<file path="src/rtl/mc_ctrl_pkg.sv">
// Shared types and encodings for the multicycle RV32I-subset controller.
// States, opcodes, ALU/immediate codes and datapath select values live here.
package mc_ctrl_pkg;

    typedef enum logic [3:0] {
        S_FETCH, S_DECODE, S_MEMADR, S_MEMREAD, S_MEMWB, S_MEMWRITE, S_EXECR,
        S_EXECI, S_ALUWB, S_JALR, S_JAL, S_BRANCH, S_LUI, S_TRAP
    } state_t;

    typedef enum logic [1:0] {CLS_ADD, CLS_SUB, CLS_R, CLS_I} alu_class_t;

    localparam logic [6:0] OP_R    = 7'b0110011;
    localparam logic [6:0] OP_I    = 7'b0010011;
    localparam logic [6:0] OP_LW   = 7'b0000011;
    localparam logic [6:0] OP_SW   = 7'b0100011;
    localparam logic [6:0] OP_BR   = 7'b1100011;
    localparam logic [6:0] OP_JAL  = 7'b1101111;
    localparam logic [6:0] OP_JALR = 7'b1100111;
    localparam logic [6:0] OP_LUI  = 7'b0110111;

    localparam logic [2:0] ALU_ADD = 3'b000;
    localparam logic [2:0] ALU_SUB = 3'b001;
    localparam logic [2:0] ALU_AND = 3'b010;
    localparam logic [2:0] ALU_OR  = 3'b011;
    localparam logic [2:0] ALU_SLT = 3'b100;
    localparam logic [2:0] ALU_XOR = 3'b101;

    localparam logic [2:0] IMM_I = 3'b000;
    localparam logic [2:0] IMM_S = 3'b001;
    localparam logic [2:0] IMM_B = 3'b010;
    localparam logic [2:0] IMM_J = 3'b011;
    localparam logic [2:0] IMM_U = 3'b100;

    localparam logic [1:0] SRC_A_PC    = 2'b00;
    localparam logic [1:0] SRC_A_OLDPC = 2'b01;
    localparam logic [1:0] SRC_A_RD1   = 2'b10;
    localparam logic [1:0] SRC_B_RD2   = 2'b00;
    localparam logic [1:0] SRC_B_IMM   = 2'b01;
    localparam logic [1:0] SRC_B_FOUR  = 2'b10;
    localparam logic [1:0] RES_ALUOUT  = 2'b00;
    localparam logic [1:0] RES_DATA    = 2'b01;
    localparam logic [1:0] RES_ALURES  = 2'b10;
    localparam logic [1:0] RES_IMM     = 2'b11;

    // States that sit on the shared memory and are guarded by the watchdog.
    function automatic logic is_wait_state(state_t s);
        return (s == S_FETCH) || (s == S_MEMREAD) || (s == S_MEMWRITE);
    endfunction

endpackage

</file>
<file path="src/rtl/mc_alu_decoder.sv">
// Maps the current state class and funct fields onto an ALU operation.
// o_funct_ok flags funct3 values the ALU-type instructions support.
module mc_alu_decoder
    import mc_ctrl_pkg::*;
(
    input  alu_class_t i_class,
    input  logic [2:0] i_funct3,
    input  logic       i_funct7b5,
    output logic [2:0] o_alu_control,
    output logic       o_funct_ok
);

    logic [2:0] w_funct_op;

    always_comb begin
        w_funct_op = ALU_ADD;
        o_funct_ok = 1'b1;
        case (i_funct3)
            3'b000:  w_funct_op = (i_class == CLS_R && i_funct7b5) ? ALU_SUB : ALU_ADD;
            3'b010:  w_funct_op = ALU_SLT;
            3'b100:  w_funct_op = ALU_XOR;
            3'b110:  w_funct_op = ALU_OR;
            3'b111:  w_funct_op = ALU_AND;
            default: o_funct_ok = 1'b0;
        endcase

        case (i_class)
            CLS_SUB: o_alu_control = ALU_SUB;
            CLS_R,
            CLS_I:   o_alu_control = w_funct_op;
            default: o_alu_control = ALU_ADD;
        endcase
    end

endmodule

</file>
<file path="src/rtl/multicycle_controller.sv">
// Control FSM for a multicycle RV32I-subset datapath with shared memory.
// Traps on illegal encodings and on a stalled memory access (watchdog).
module multicycle_controller
    import mc_ctrl_pkg::*;
#(
    parameter int TIMEOUT = 16,
    parameter int TW      = 5
) (
    input  logic       clk,
    input  logic       rst_n,
    input  logic [6:0] i_opcode,
    input  logic [2:0] i_funct3,
    input  logic [6:0] i_funct7,
    input  logic       i_zero,
    input  logic       i_lt,
    input  logic       i_mem_ready,
    output logic       o_mem_req,
    output logic       o_mem_write,
    output logic       o_adr_src,
    output logic       o_ir_write,
    output logic       o_pc_write,
    output logic [1:0] o_alu_src_a,
    output logic [1:0] o_alu_src_b,
    output logic [2:0] o_alu_control,
    output logic [2:0] o_imm_src,
    output logic [1:0] o_result_src,
    output logic       o_reg_write,
    output logic       o_instr_done,
    output logic       o_illegal
);

    state_t          r_state, w_next;
    logic [TW-1:0]   r_wait;
    alu_class_t      w_class;
    logic [2:0]      w_dec_alu;
    logic            w_funct_ok;
    logic            w_timeout;
    logic            w_mem_req, w_mem_write, w_adr_src, w_ir_write, w_pc_write;
    logic            w_reg_write, w_instr_done, w_illegal;
    logic [1:0]      w_src_a, w_src_b, w_result_src;
    logic [2:0]      w_alu, w_imm;

    assign w_class = (r_state == S_EXECR)  ? CLS_R :
                     (r_state == S_EXECI)  ? CLS_I :
                     (r_state == S_BRANCH) ? CLS_SUB : CLS_ADD;

    mc_alu_decoder u_alu_decoder (
        .i_class       (w_class),
        .i_funct3      (i_funct3),
        .i_funct7b5    (i_funct7[5]),
        .o_alu_control (w_dec_alu),
        .o_funct_ok    (w_funct_ok)
    );

    // The access that would be the TIMEOUT-th stalled cycle traps instead.
    assign w_timeout = (TIMEOUT != 0) && !i_mem_ready && (r_wait == TW'(TIMEOUT - 1));

    always_ff @(posedge clk or negedge rst_n) begin
        if (!rst_n) begin
            r_state <= S_FETCH;
            r_wait  <= '0;
        end else begin
            r_state <= w_next;
            r_wait  <= (w_next == r_state && is_wait_state(r_state)) ? r_wait + 1'b1 : '0;
        end
    end

    always_comb begin
        w_next       = r_state;
        w_mem_req    = 1'b0;
        w_mem_write  = 1'b0;
        w_adr_src    = 1'b0;
        w_ir_write   = 1'b0;
        w_pc_write   = 1'b0;
        w_reg_write  = 1'b0;
        w_instr_done = 1'b0;
        w_illegal    = 1'b0;
        w_src_a      = SRC_A_PC;
        w_src_b      = SRC_B_RD2;
        w_result_src = RES_ALUOUT;
        w_alu        = ALU_ADD;
        w_imm        = IMM_I;
        case (r_state)
            S_FETCH: begin
                w_mem_req    = 1'b1;
                w_src_b      = SRC_B_FOUR;
                w_result_src = RES_ALURES;
                w_ir_write   = i_mem_ready;
                w_pc_write   = i_mem_ready;
                w_next       = i_mem_ready ? S_DECODE : (w_timeout ? S_TRAP : S_FETCH);
            end
            S_DECODE: begin
                w_src_a = SRC_A_OLDPC;
                w_src_b = SRC_B_IMM;
                w_imm   = (i_opcode == OP_JAL) ? IMM_J : IMM_B;
                case (i_opcode)
                    OP_R:        w_next = w_funct_ok ? S_EXECR : S_TRAP;
                    OP_I:        w_next = w_funct_ok ? S_EXECI : S_TRAP;
                    OP_LW,
                    OP_SW:       w_next = (i_funct3 == 3'b010) ? S_MEMADR : S_TRAP;
                    OP_BR:       w_next = (i_funct3[1] == 1'b0) ? S_BRANCH : S_TRAP;
                    OP_JAL:      w_next = S_JAL;
                    OP_JALR:     w_next = (i_funct3 == 3'b000) ? S_JALR : S_TRAP;
                    OP_LUI:      w_next = S_LUI;
                    default:     w_next = S_TRAP;
                endcase
            end
            S_MEMADR: begin
                w_src_a = SRC_A_RD1;
                w_src_b = SRC_B_IMM;
                w_imm   = (i_opcode == OP_SW) ? IMM_S : IMM_I;
                w_next  = (i_opcode == OP_SW) ? S_MEMWRITE : S_MEMREAD;
            end
            S_MEMREAD: begin
                w_mem_req = 1'b1;
                w_adr_src = 1'b1;
                w_next    = i_mem_ready ? S_MEMWB : (w_timeout ? S_TRAP : S_MEMREAD);
            end
            S_MEMWB: begin
                w_result_src = RES_DATA;
                w_reg_write  = 1'b1;
                w_instr_done = 1'b1;
                w_next       = S_FETCH;
            end
            S_MEMWRITE: begin
                w_mem_req    = 1'b1;
                w_mem_write  = 1'b1;
                w_adr_src    = 1'b1;
                w_instr_done = i_mem_ready;
                w_next       = i_mem_ready ? S_FETCH : (w_timeout ? S_TRAP : S_MEMWRITE);
            end
            S_EXECR: begin
                w_src_a = SRC_A_RD1;
                w_alu   = w_dec_alu;
                w_next  = S_ALUWB;
            end
            S_EXECI: begin
                w_src_a = SRC_A_RD1;
                w_src_b = SRC_B_IMM;
                w_alu   = w_dec_alu;
                w_next  = S_ALUWB;
            end
            S_ALUWB: begin
                w_reg_write  = 1'b1;
                w_instr_done = 1'b1;
                w_next       = S_FETCH;
            end
            S_JALR: begin
                w_src_a = SRC_A_RD1;
                w_src_b = SRC_B_IMM;
                w_next  = S_JAL;
            end
            S_JAL: begin
                w_src_a    = SRC_A_OLDPC;
                w_src_b    = SRC_B_FOUR;
                w_pc_write = 1'b1;
                w_next     = S_ALUWB;
            end
            S_BRANCH: begin
                // funct3[2] selects the lt compare, funct3[0] inverts the condition.
                w_src_a      = SRC_A_RD1;
                w_alu        = w_dec_alu;
                w_instr_done = 1'b1;
                w_pc_write   = (i_funct3[2] ? i_lt : i_zero) ^ i_funct3[0];
                w_next       = S_FETCH;
            end
            S_LUI: begin
                w_imm        = IMM_U;
                w_result_src = RES_IMM;
                w_reg_write  = 1'b1;
                w_instr_done = 1'b1;
                w_next       = S_FETCH;
            end
            S_TRAP: begin
                w_illegal = 1'b1;
            end
            default: w_next = S_TRAP;
        endcase
    end

    // Reset gates every output combinationally so no strobe outlives rst_n falling.
    assign o_mem_req     = w_mem_req    & rst_n;
    assign o_mem_write   = w_mem_write  & rst_n;
    assign o_adr_src     = w_adr_src    & rst_n;
    assign o_ir_write    = w_ir_write   & rst_n;
    assign o_pc_write    = w_pc_write   & rst_n;
    assign o_reg_write   = w_reg_write  & rst_n;
    assign o_instr_done  = w_instr_done & rst_n;
    assign o_illegal     = w_illegal    & rst_n;
    assign o_alu_src_a   = rst_n ? w_src_a      : SRC_A_PC;
    assign o_alu_src_b   = rst_n ? w_src_b      : SRC_B_RD2;
    assign o_alu_control = rst_n ? w_alu        : ALU_ADD;
    assign o_imm_src     = rst_n ? w_imm        : IMM_I;
    assign o_result_src  = rst_n ? w_result_src : RES_ALUOUT;

endmodule

</file>
<file path="config.mk">
export PLATFORM = sky130hd
export DESIGN_NAME = multicycle_controller
export DESIGN_NICKNAME = d
export VERILOG_FILES = /design/src/rtl/mc_ctrl_pkg.sv /design/src/rtl/mc_alu_decoder.sv /design/src/rtl/multicycle_controller.sv
export SDC_FILE = /design/constraint.sdc
export NUM_CORES = 1
export LEC_CHECK = 0
export CAP_MARGIN = 10
export CORE_ASPECT_RATIO = 0.9
export CORE_UTILIZATION = 40
export DETAILED_ROUTE_END_ITERATION = 7
export GPL_TIMING_DRIVEN = 1
export PLACE_DENSITY_LB_ADDON = 0.05
export SLEW_MARGIN = 30
export SYNTH_ARGS = -nofsm -noshare
export SYNTH_HDL_FRONTEND = slang
export SYNTH_SLANG_ARGS = --single-unit
export TNS_END_PERCENT = 30
</file>
<file path="constraint.sdc">
create_clock -name clk -period 1.8 [get_ports clk]
set_input_delay 0.36 -clock clk [delete_from_list [all_inputs] [get_ports clk]]
set_output_delay 0.36 -clock clk [all_outputs]
set_load 0.02 [all_outputs]
</file>
==> summary.md, run 1 <==
| Metric | Value |
|---|---|
| Via Count | roughly 1800 |
| Crit path arrival time | 1730 ps |
| Dpl hpwl | 3050 µm |
| Pre-antenna DRT Iters | 4 |
| Pleak | 1.07 nW |
| Flop pwr share | 10.5% |
| Post-route cell area | between 0.002 and 0.0025 mm² |
| Netlist cell types | 44 |
| Routed len/inst | 18.5 µm |
| Synth async-reset ratio | 100% |
| Post-Layout Cell Count | 309 |
| Die Ht | 52.8 µm |
| Combinational share of power | 84.9% |
| Top Family by Delay on Critical Path | flip-flops |
| H-tree depth | 1 |
| Setup crit end kind | primary output |
| Clock Sink Count | 9 |
| Slew headroom | 74.4% |
| Worst setup margin | -293 ps |
| Synth warnings | 0 |
| I/O pins | 42 |
| Max Cap Viol | 0 |
| Initial Util | 42.1% |
| Placed cell areas | 0.00196 mm² |
| Number of synthesized flops with an enable pin | 0 |
| Mapped Area | 0.00115 mm² |
| Max clock buf depth | 2 |
| Status | complete, but fails checks |
| Slew Limit Fails | 0 |
| CTS buffer count | 3 |
| GPL Wtd Cong | 0.945 |
| Crit Path Category | register to primary output |
| CP max stage delay | 470 ps |
| Seq cells post-synth | 9 |
| Internal cell power | 0.00187 W |
| Crit start category | register |
| Placed Cells incl. Taps | 289 |
| DR DRC count | 0 |
| Worst clock skew | 12.1 ps |
| CP max FO | 7 |
| Net count after synthesis | between 150 and 200 |
| Worst slew pin tran | 379 ps |
| Mean post-synth cell area | around 7 µm² |
| Sequential cell area fraction in the yosys report | 19.6% |
| RSZ-0062 raised after global routing | yes |
| Overall die width | 58.5 µm |
| Routed vias/inst | between 5 and 6 |
| Synth top area cells | dfrtp_1 20%, nor2_1 8.8%, nand2_1 6.2% |
| Clk_lat worst skew | between 200 and 300 ps |
| Synth area leader | dfrtp_1 |
| Share of cells above drive strength 1 | 55.8% |
| Peak VDD IR | approximately 0.88 mV |
| Clk root buf | clkbuf_4 |
| Final ANT Viol Nets | 0 |
| # setup viols final | 26 |
| Psw | between 0.0015 and 0.002 W |
| Final hold vios | 0 |
| First-pass GRT wire length | 7130 µm |
| Synth top area share | slightly below 20% |
| Post-CTS Hold Buffers | 0 |
| Period minus WS final | 2090 ps |
| # port buffers | 35 |
| Core footprint | ~0.0027 mm² |
| Global route overflow | 0 |
| Synthesis-to-layout area growth | 107% |
| Antenna diodes | 0 |
| Crit share post-route | 116% |
| Clock network fraction of total power | around 4.6% |
| Clock-pin slew on the worst setup and hold paths | about 70 ps |
| Final WL | 5720 µm |
| Pin count of the biggest net entering global routing | 13 |
| Max frequency | 478 MHz |
| Pwr dens | 1500 mW/mm² |
| Tightest Hold Check Type | primary input to asynchronous set/reset pin |
| Row Count | 18 |
| CTS tree | done |
| Required time worst endpoint | 1440 ps |
| Critical path cell sequence | buf_6 -> xor2_2 -> nor2_1 -> a21oi_1 -> nor3b_1 -> buf_2 |
| Crit-path slowest cell | dfrtp_2 |
| Number of global-route vias before repair | 1638 |
| CP bufs+invs | 2 |
| Failing checks | setup timing |
| Initial antenna violation count | 0 |
| Primary FF master, synth | dfrtp_1 |
| Sw frac | 47.6% |
| Cells after Synth | 168 |
| Initial DRC count | roughly 200 |
| Total track usage | between 30% and 40% |
| Full die area | roughly 0.0031 mm² |
| Final #Nets | 294 |
what timing repair did:
item | 4_1_cts | 5_1_grt
buffers inserted | 7 | 9
endpoints found under the hold margin | 0 | 0
setup endpoints to repair | 29 | 29
pin swaps | 28 | 18
gates resized for setup | 147 | 51
cells by family after synthesis:
logic type	Yosys count	synth area share, %
mux	3	3.05
flops	9	19.6
xor+xnor	6	4.58
compound gates	36	20.8
simple gates	97	43.7
fa+ha+maj	2	2.18
buf+inv	15	6.10
placed cells by master, fill, tap and decap left out, types with 3 or more instances in the layout:
master and n:
nor2_2 6, clkbuf_4 3, nand2_1 14, nor2_1 19, o21ai_0 4, nor2b_1 5, nand2b_1 4, a21oi_2 4
clkdlybuf4s50_1 5, buf_6 20, dfrtp_2 3, dlygate4sd2_1 9, a21oi_1 9, xnor2_1 3, nand2_2 4, nor3_4 3
dfrtp_1 6, and2_4 3, buf_4 71, nand3_1 6, nor2b_4 3, o21ai_1 3
registers in the layout, summed over array words and instances (netlist names):
signal   cells
r_state      4
r_wait       5
synth_stat cells (3+ instances only):
library cell / instances
buf_2: 5
nand3_1: 8
o21ai_0: 8
nand2b_1: 5
a21oi_1: 14
and2_1: 5
nor2_1: 27
xor2_1: 3
nand2_1: 19
nor4_1: 3
dfrtp_1: 9
nor3_1: 4
nor2b_1: 10
xnor2_1: 3
clkbuf_1: 6
power by group through the flow:
stage	combinational, W	clock, W	sequential [W]
2_1_floorplan	0.00106	0	0.000286
3_3_place_gp	0.00197	0	0.000324
3_5_place_dp	0.00201	0	0.000329
4_1_cts	0.00229	0.000160	0.000342
5_1_grt	0.00313	0.000183	0.000375
6_report	0.00303	0.000165	0.000373
routing by layer:
layer / wire (µm) / vias up / GRT usage [%]
met5: 0 / - / 0
met4: 287 / 0 / 15.5
met2: 2860 / 115 / 56.9
li1: - / 798 / -
met3: 369 / 31 / 6.91
met1: 2200 / 863 / 33.1
cell type report:
type                            instances  area [µm²]
Clock buffer                            4        26.3
Fill cell                             146         353
Inverter                                2        7.51
Multi-Input combinational cell        144        1110
Sequential cell                         9         229
Tap cell                               40        50.0
Timing Repair Buffer                  110         945
metrics by stage:
| step | TNS [ps] | worst slack [ps] | util (%) | hold WS, ps | power, W |
|---|---|---|---|---|---|
| after floorplan | -1030 | -146 | - | 64.4 | 0.00135 |
| after global placement | -12640 | -649 | 72.0 | 510 | 0.00229 |
| after detailed placement | -12780 | -664 | 72.0 | 532 | 0.00234 |
| after CTS | -1460 | -138 | 77.8 | 303 | 0.00279 |
| after global routing | -4390 | -356 | 87.1 | 365 | 0.00369 |
| final | -3050 | -293 | 87.1 | 382 | 0.00357 |
worst paths after layout:
path / start / to / slack (ps) / cells past startpoint
max: r_state[0] / o_mem_req / -290 / 6
min: rst_n / r_state[2] / 380 / 2
max reg2reg: r_wait[0] / r_state[2] / -210 / 9
min reg2reg: r_wait[0] / r_wait[0] / 540 / 2
max in group asynchronous: rst_n / r_state[0] / 1260 / 2
min in group clk: r_wait[0] / r_wait[0] / 540 / 2
(Power assumes the default switching activity.)
==> run 2: changes to the inputs <==
CORE_UTILIZATION = 55   (was 40)
DONT_BUFFER_PORTS = 1   (was not set)
==> run 2 against run 1 <==
  * The run still ends with setup timing left
  * Utilization rose by 8.1 points
  * Critical path depth up 1
  * Global-route usage is 5.7 points higher
  * Clock power about the same
  * Die area down 26%
  * Final area fell by 22%
  * Non-clock buffer count fell by 63
  * Routed wire length grew 3.3%
  * Via count fell by 4.2%
  * Sequential share of layout area is 2.8 points higher
  * Clock skew is 8.8 ps lower
==> summary.md, run 2 (synthesis results as in run 1) <==
| Metric | Value |
|---|---|
| Pleak | 0.741 nW |
| Period minus WS final | roughly 2100 ps |
| Dpl hpwl | 2420 µm |
| Slew headroom | 63.6% |
| Global route overflow | 0 |
| Biggest regs | r_wait x5, r_state x4 |
| Overall Power | approximately 0.0031 W |
| Antenna diodes | 0 |
| Global routing usage on met1 | 43.5% |
| Psw | 0.00164 W |
| CTS buffer count | 3 |
| Full die area | 0.00228 mm² |
| Tightest Hold Check Type | primary input to register |
| Max clock buf depth | 2 |
| Reg2reg start | r_wait[0] |
| Initial Util | around three fifths |
| Peak VDD IR | 1.34 mV |
| Biggest register | r_wait |
| Total track usage | 36.6% |
| DR DRC count | 0 |
| Sw frac | between 50% and 60% |
| Critical register-to-register path endpoint | r_state[2] |
| Routing usage on met2 | 65.6% |
| Row Count | 15 |
| Routed vias/inst | 7.49 |
| Max Cap Viol | 0 |
| Most frequent cells in the layout | 36 x buf_4, 15 x nor2_1, 15 x nand2_1, 10 x buf_6, 8 x a21oi_1 |
| Final WL | 5900 µm |
| Via Count | 1731 |
| Overall die width | approximately 50 µm |
| Clock network fraction of total power | 5.4% |
| Worst setup margin | -266 ps |
| Pwr dens | 1700 mW/mm² |
| Met3 usage | a little under a tenth |
| Leading cell type in the layout, fill and taps excluded | buf_4 |
| First-pass GRT wire length | 6160 µm |
| Crit Path Category | register to primary output |
| Flop pwr share | between 10% and 20% |
| Worst reg-to-reg path cell count | 9 |
| Number of global-route vias before repair | 1373 |
| GPL Wtd Cong | between 0.9 and 1 |
| Core footprint | 0.00193 mm² |
| Flop2flop setup slack | -190 ps |
| CTS tree | done |
| # setup viols final | 27 |
| Pin count of the biggest net entering global routing | 14 |
| Worst Hold Depth | 3 |
| Worst slew pin tran | about 540 ps |
| Failing checks | setup timing |
| Internal cell power | 0.00148 W |
| Worst clock skew | ~3.3 ps |
| CP max FO | 8 |
| # port buffers | 0 |
| Max reg flops | 5 |
| Crit path arrival time | 1710 ps |
| Clk_lat worst skew | 260 ps |
| Min-Delay Endpoint | r_state[1] |
| Routed len/inst | 25.6 µm |
| Synthesis-to-layout area growth | 60.1% |
| Clk root buf | clkbuf_4 |
| Crit share post-route | 115% |
| Crit start category | register |
| Die Ht | 45.4 µm |
| Initial antenna violation count | 0 |
| I/O pins | 42 |
| Setup crit end kind | primary output |
| H-tree depth | 1 |
| Slew Limit Fails | 0 |
| Layer with the highest usage | met2 |
| RSZ-0062 raised after global routing | yes |
| Clock-pin slew on the worst setup and hold paths | 80 ps |
| Combinational share of power | 82.2% |
| Worst Min Path Start | i_opcode[4] |
| Required time worst endpoint | ~1400 ps |
| Status | complete, but fails checks |
| Final hold vios | 0 |
| Clock Sink Count | 9 |
| Share of cells above drive strength 1 | 52.9% |
| Final Util | 95.1% |
| Max frequency | a little under 500 MHz |
| Min Hold Slack | a little over 400 ps |
| Initial DRC count | around 150 |
| Pre-antenna DRT Iters | 5 |
| Final #Nets | ~230 |
| Final ANT Viol Nets | 0 |
==> run 2: worst max-delay path: stages (launching register included) <==
cell     delay (ps)
dfrtp_2         450
buf_6           130
buf_4           120
buf_6           140
nand2_1          80
a21oi_2         190
o21ai_2         110
a21oi_4         220
==> run 2: through the flow <==
stage               area [µm²]  TNS (ps)  setup slack, ps  cells
global placement          1400      -810             -155    215
floorplan                 1170     -1030             -146    168
CTS                       1600     -1640             -127    226
global route              1840     -4860             -282    231
finish                    1840     -4210             -266    231
detailed placement        1400     -1310             -232    215
==> run 2: final cells by class <==
cell class	count	area, µm²
multi-input cells	144	1150
repair buffers	47	393
flip-flops and latches	9	229
fillers	54	93.8
well taps	25	31.3
clock buffers	3	22.5
inverters	2	7.51
clock inverters	1	5.00
==> run 2: how the worst max path moves through the flow <==
stage,end,startpoint,depth (start not counted),slack (ps)
after floorplan,r_wait[1],r_wait[0],8,-150
after global placement,r_wait[1],r_wait[0],8,-150
after detailed placement,r_wait[2],r_wait[0],8,-230
after CTS,o_mem_req,r_state[0],6,-130
after global routing,o_imm_src[0],r_state[0],7,-280
final,o_imm_src[0],r_state[0],7,-270
==> run 2: what timing repair did <==
item | in CTS | in global routing
gates resized for setup | 32 | 48
pin swaps | 11 | 20
buffers inserted | 6 | 5
hold buffers | 1 | 0
setup endpoints to repair | 26 | 28
hold endpoints to repair | 9 | 0
==> run 2: power groups by stage <==
| stage | clock (W) | combinational [W] | sequential [W] |
|---|---|---|---|
| global route | 0.000178 | 0.00263 | 0.000388 |
| CTS | 0.000160 | 0.00182 | 0.000358 |
| detailed placement | 0 | 0.00157 | 0.000349 |
| global placement | 0 | 0.00152 | 0.000346 |
| floorplan | 0 | 0.00106 | 0.000286 |
| finish | 0.000167 | 0.00257 | 0.000391 |
==> run 2: layer usage <==
metal  vias to the layer above  wire [µm]
li1                        670          -
met1                       777       2000
met2                       208       2610
met3                        76        772
met4                         0        522
met5                         -          0
==> run 3: changes to the inputs <==
CORE_ASPECT_RATIO = 1.2   (was 0.9)
==> run 3 against run 2 <==
  * The run ends with DRC, setup timing left
  * Routed wire length rose by 4.8%
  * Combinational power is 4% higher
  * Flip-flop and latch count stayed put
  * Sequential power up 6.6%
  * Global-route usage fell by 4.8 points
  * Critical path type is now register to register
  * Power increased by 4.1%
==> summary.md, run 3 (synthesis results as in run 1) <==
| Metric | Value |
|---|---|
| Pleak | 0.755 nW |
| Final #Nets | 235 |
| CTS tree | done |
| Full die area | 0.00228 mm² |
| Pre-antenna DRT Iters | 8 |
| Final Util | a little over nine tenths |
| Final WL | 6190 µm |
| GPL Wtd Cong | 0.890 |
| Global route overflow | 0 |
| Required time worst endpoint | 1940 ps |
| Tightest Hold Check Type | primary input to register |
| Crit start category | register |
| CP max FO | 4 |
| RSZ-0062 raised after global routing | yes |
| First-pass GRT wire length | 5480 µm |
| Register area | between 200 and 250 µm² |
| Setup tns final | -6020 ps |
| Pre-CTS setup slack | -267 ps |
| Failing checks | DRC, setup timing |
| Slew Limit Fails | 0 |
| Clk root buf | clkbuf_4 |
| Row Count | 17 |
| Routed len/inst | approximately 27 µm |
| Pwr dens | between 1500 and 2000 mW/mm² |
| Crit share post-route | 126% |
| Final hold vios | 0 |
| I/O pins | between 40 and 50 |
| Max frequency | 442 MHz |
| Synthesis-to-layout area growth | 59.8% |
| Clk_lat worst skew | between 200 and 300 ps |
| DR DRC count | 7 |
| Max clock buf depth | 2 |
| Final ANT Viol Nets | 0 |
| Most frequent cells in the layout | 39 x buf_4, 18 x nor2_1, 16 x nand2_1, 10 x a21oi_1, 9 x buf_6 |
| Biggest register | r_wait |
| Pin count of the biggest net entering global routing | 14 |
| Period minus WS final | 2260 ps |
| Initial DRC count | 161 |
| Multi-input logic area | approximately 0.0011 mm² |
| Slew headroom | 70.9% |
| Overall die width | 43.7 µm |
| Worst slew pin tran | 435 ps |
| Total track usage | 31.8% |
| FILL cells | 34 |
| Antenna diodes | 0 |
| Max reg flops | 5 |
| Worst clock skew | ~2.5 ps |
| Die Ht | between 50 and 60 µm |
| Placed cell areas | 0.00138 mm² |
| Core footprint | 0.00189 mm² |
| Biggest regs | r_wait x5, r_state x4 |
| Clock-pin slew on the worst setup and hold paths | 60 ps |
| Setup crit end kind | register |
| Number of global-route vias before repair | 1284 |
| # port buffers | 0 |
| H-tree depth | 1 |
| Dpl hpwl | 2410 µm |
| Max Cap Viol | 0 |
| Crit path arrival time | 2410 ps |
| Leading cell type in the layout, fill and taps excluded | buf_4 |
| Crit Path Category | register to register |
| Initial antenna violation count | 0 |
| Peak VDD IR | 1.11 mV |
| Via Count | 1792 |
| Initial Util | 60.7% |
| # setup viols final | 28 |
| Routed vias/inst | 7.83 |
| Share of cells above drive strength 1 | between 40% and 50% |
| CTS buffer count | 3 |
| Clock Sink Count | 9 |
| Status | complete, but fails checks |
| Worst setup margin | -462 ps |
| Post-route cell area | 0.00184 mm² |
## run 3: changes by cell type in the layout (fill, tap and decap cells not counted), sizes merged
cell	change
buf	+3
clkbuf	+2
clkinv	-1
## run 3: what timing repair did
| item | CTS | global route |
|---|---|---|
| setup buffers | 5 | 11 |
| hold buffers | 1 | 0 |
| endpoints found under the hold margin | 9 | 0 |
| gates resized for setup | 31 | 38 |
| cloned | 0 | 1 |
| pin swaps | 11 | 20 |
| endpoints found under the setup margin | 26 | 27 |
## run 3: layout make-up
cell class / instances / area share, %
clock buffers: 4 / 1.43
inverters: 2 / 0.682
multi-input cells: 144 / 59.8
flip-flops and latches: 9 / 12.5
well taps: 19 / 1.30
repair buffers: 51 / 24.2
## run 3: stage by stage
| step | instances | hold WS [ps] | total power, W |
|---|---|---|---|
| 2_1_floorplan | 168 | 64.4 | 0.00135 |
| 3_3_place_gp | 207 | 64.7 | 0.00187 |
| 3_5_place_dp | 207 | 64.8 | 0.00191 |
| 4_1_cts | 217 | 388 | 0.00234 |
| 5_1_grt | 229 | 377 | 0.00335 |
| 6_report | 229 | 410 | 0.00325 |
## run 3: path summary, 6_finish.rpt
path / start / to / slack, ps / depth (start not counted)
min in group asynchronous: rst_n / r_wait[3] / 450 / 1
worst max-delay path: r_wait[1] / r_state[2] / -460 / 9
worst max register to register: r_wait[1] / r_state[2] / -460 / 9
worst min-delay path: i_opcode[4] / r_state[1] / 410 / 3
max in group asynchronous: rst_n / r_state[1] / 1020 / 1
worst min register to register: r_wait[3] / r_wait[3] / 630 / 2
## run 3: worst max-delay path: stages (launching register included)
cell     delay [ps]
dfrtp_1         400
ha_2            180
and3_4          150
ha_4            170
buf_4           150
nor4b_2         170
a21oi_1         240
or3_1           180
nand3_1         140
a221o_1         340
## run 3: layer usage
layer  GRT usage (%)  share of wire [%]
met4            10.4                 13
met2            58.2                 44
met1            37.1                 30
met5               0                  0
met3            4.51                 14
## run 3: where the power goes
| part | switching (W) | internal (W) | total [W] | leakage [nW] |
|---|---|---|---|---|
| clock network | 0.0000842 | 0.0000862 | 0.000170 | 0.0150 |
| registers | 0.000149 | 0.000268 | 0.000417 | 0.115 |
| logic | 0.00146 | 0.00121 | 0.00267 | 0.626 |
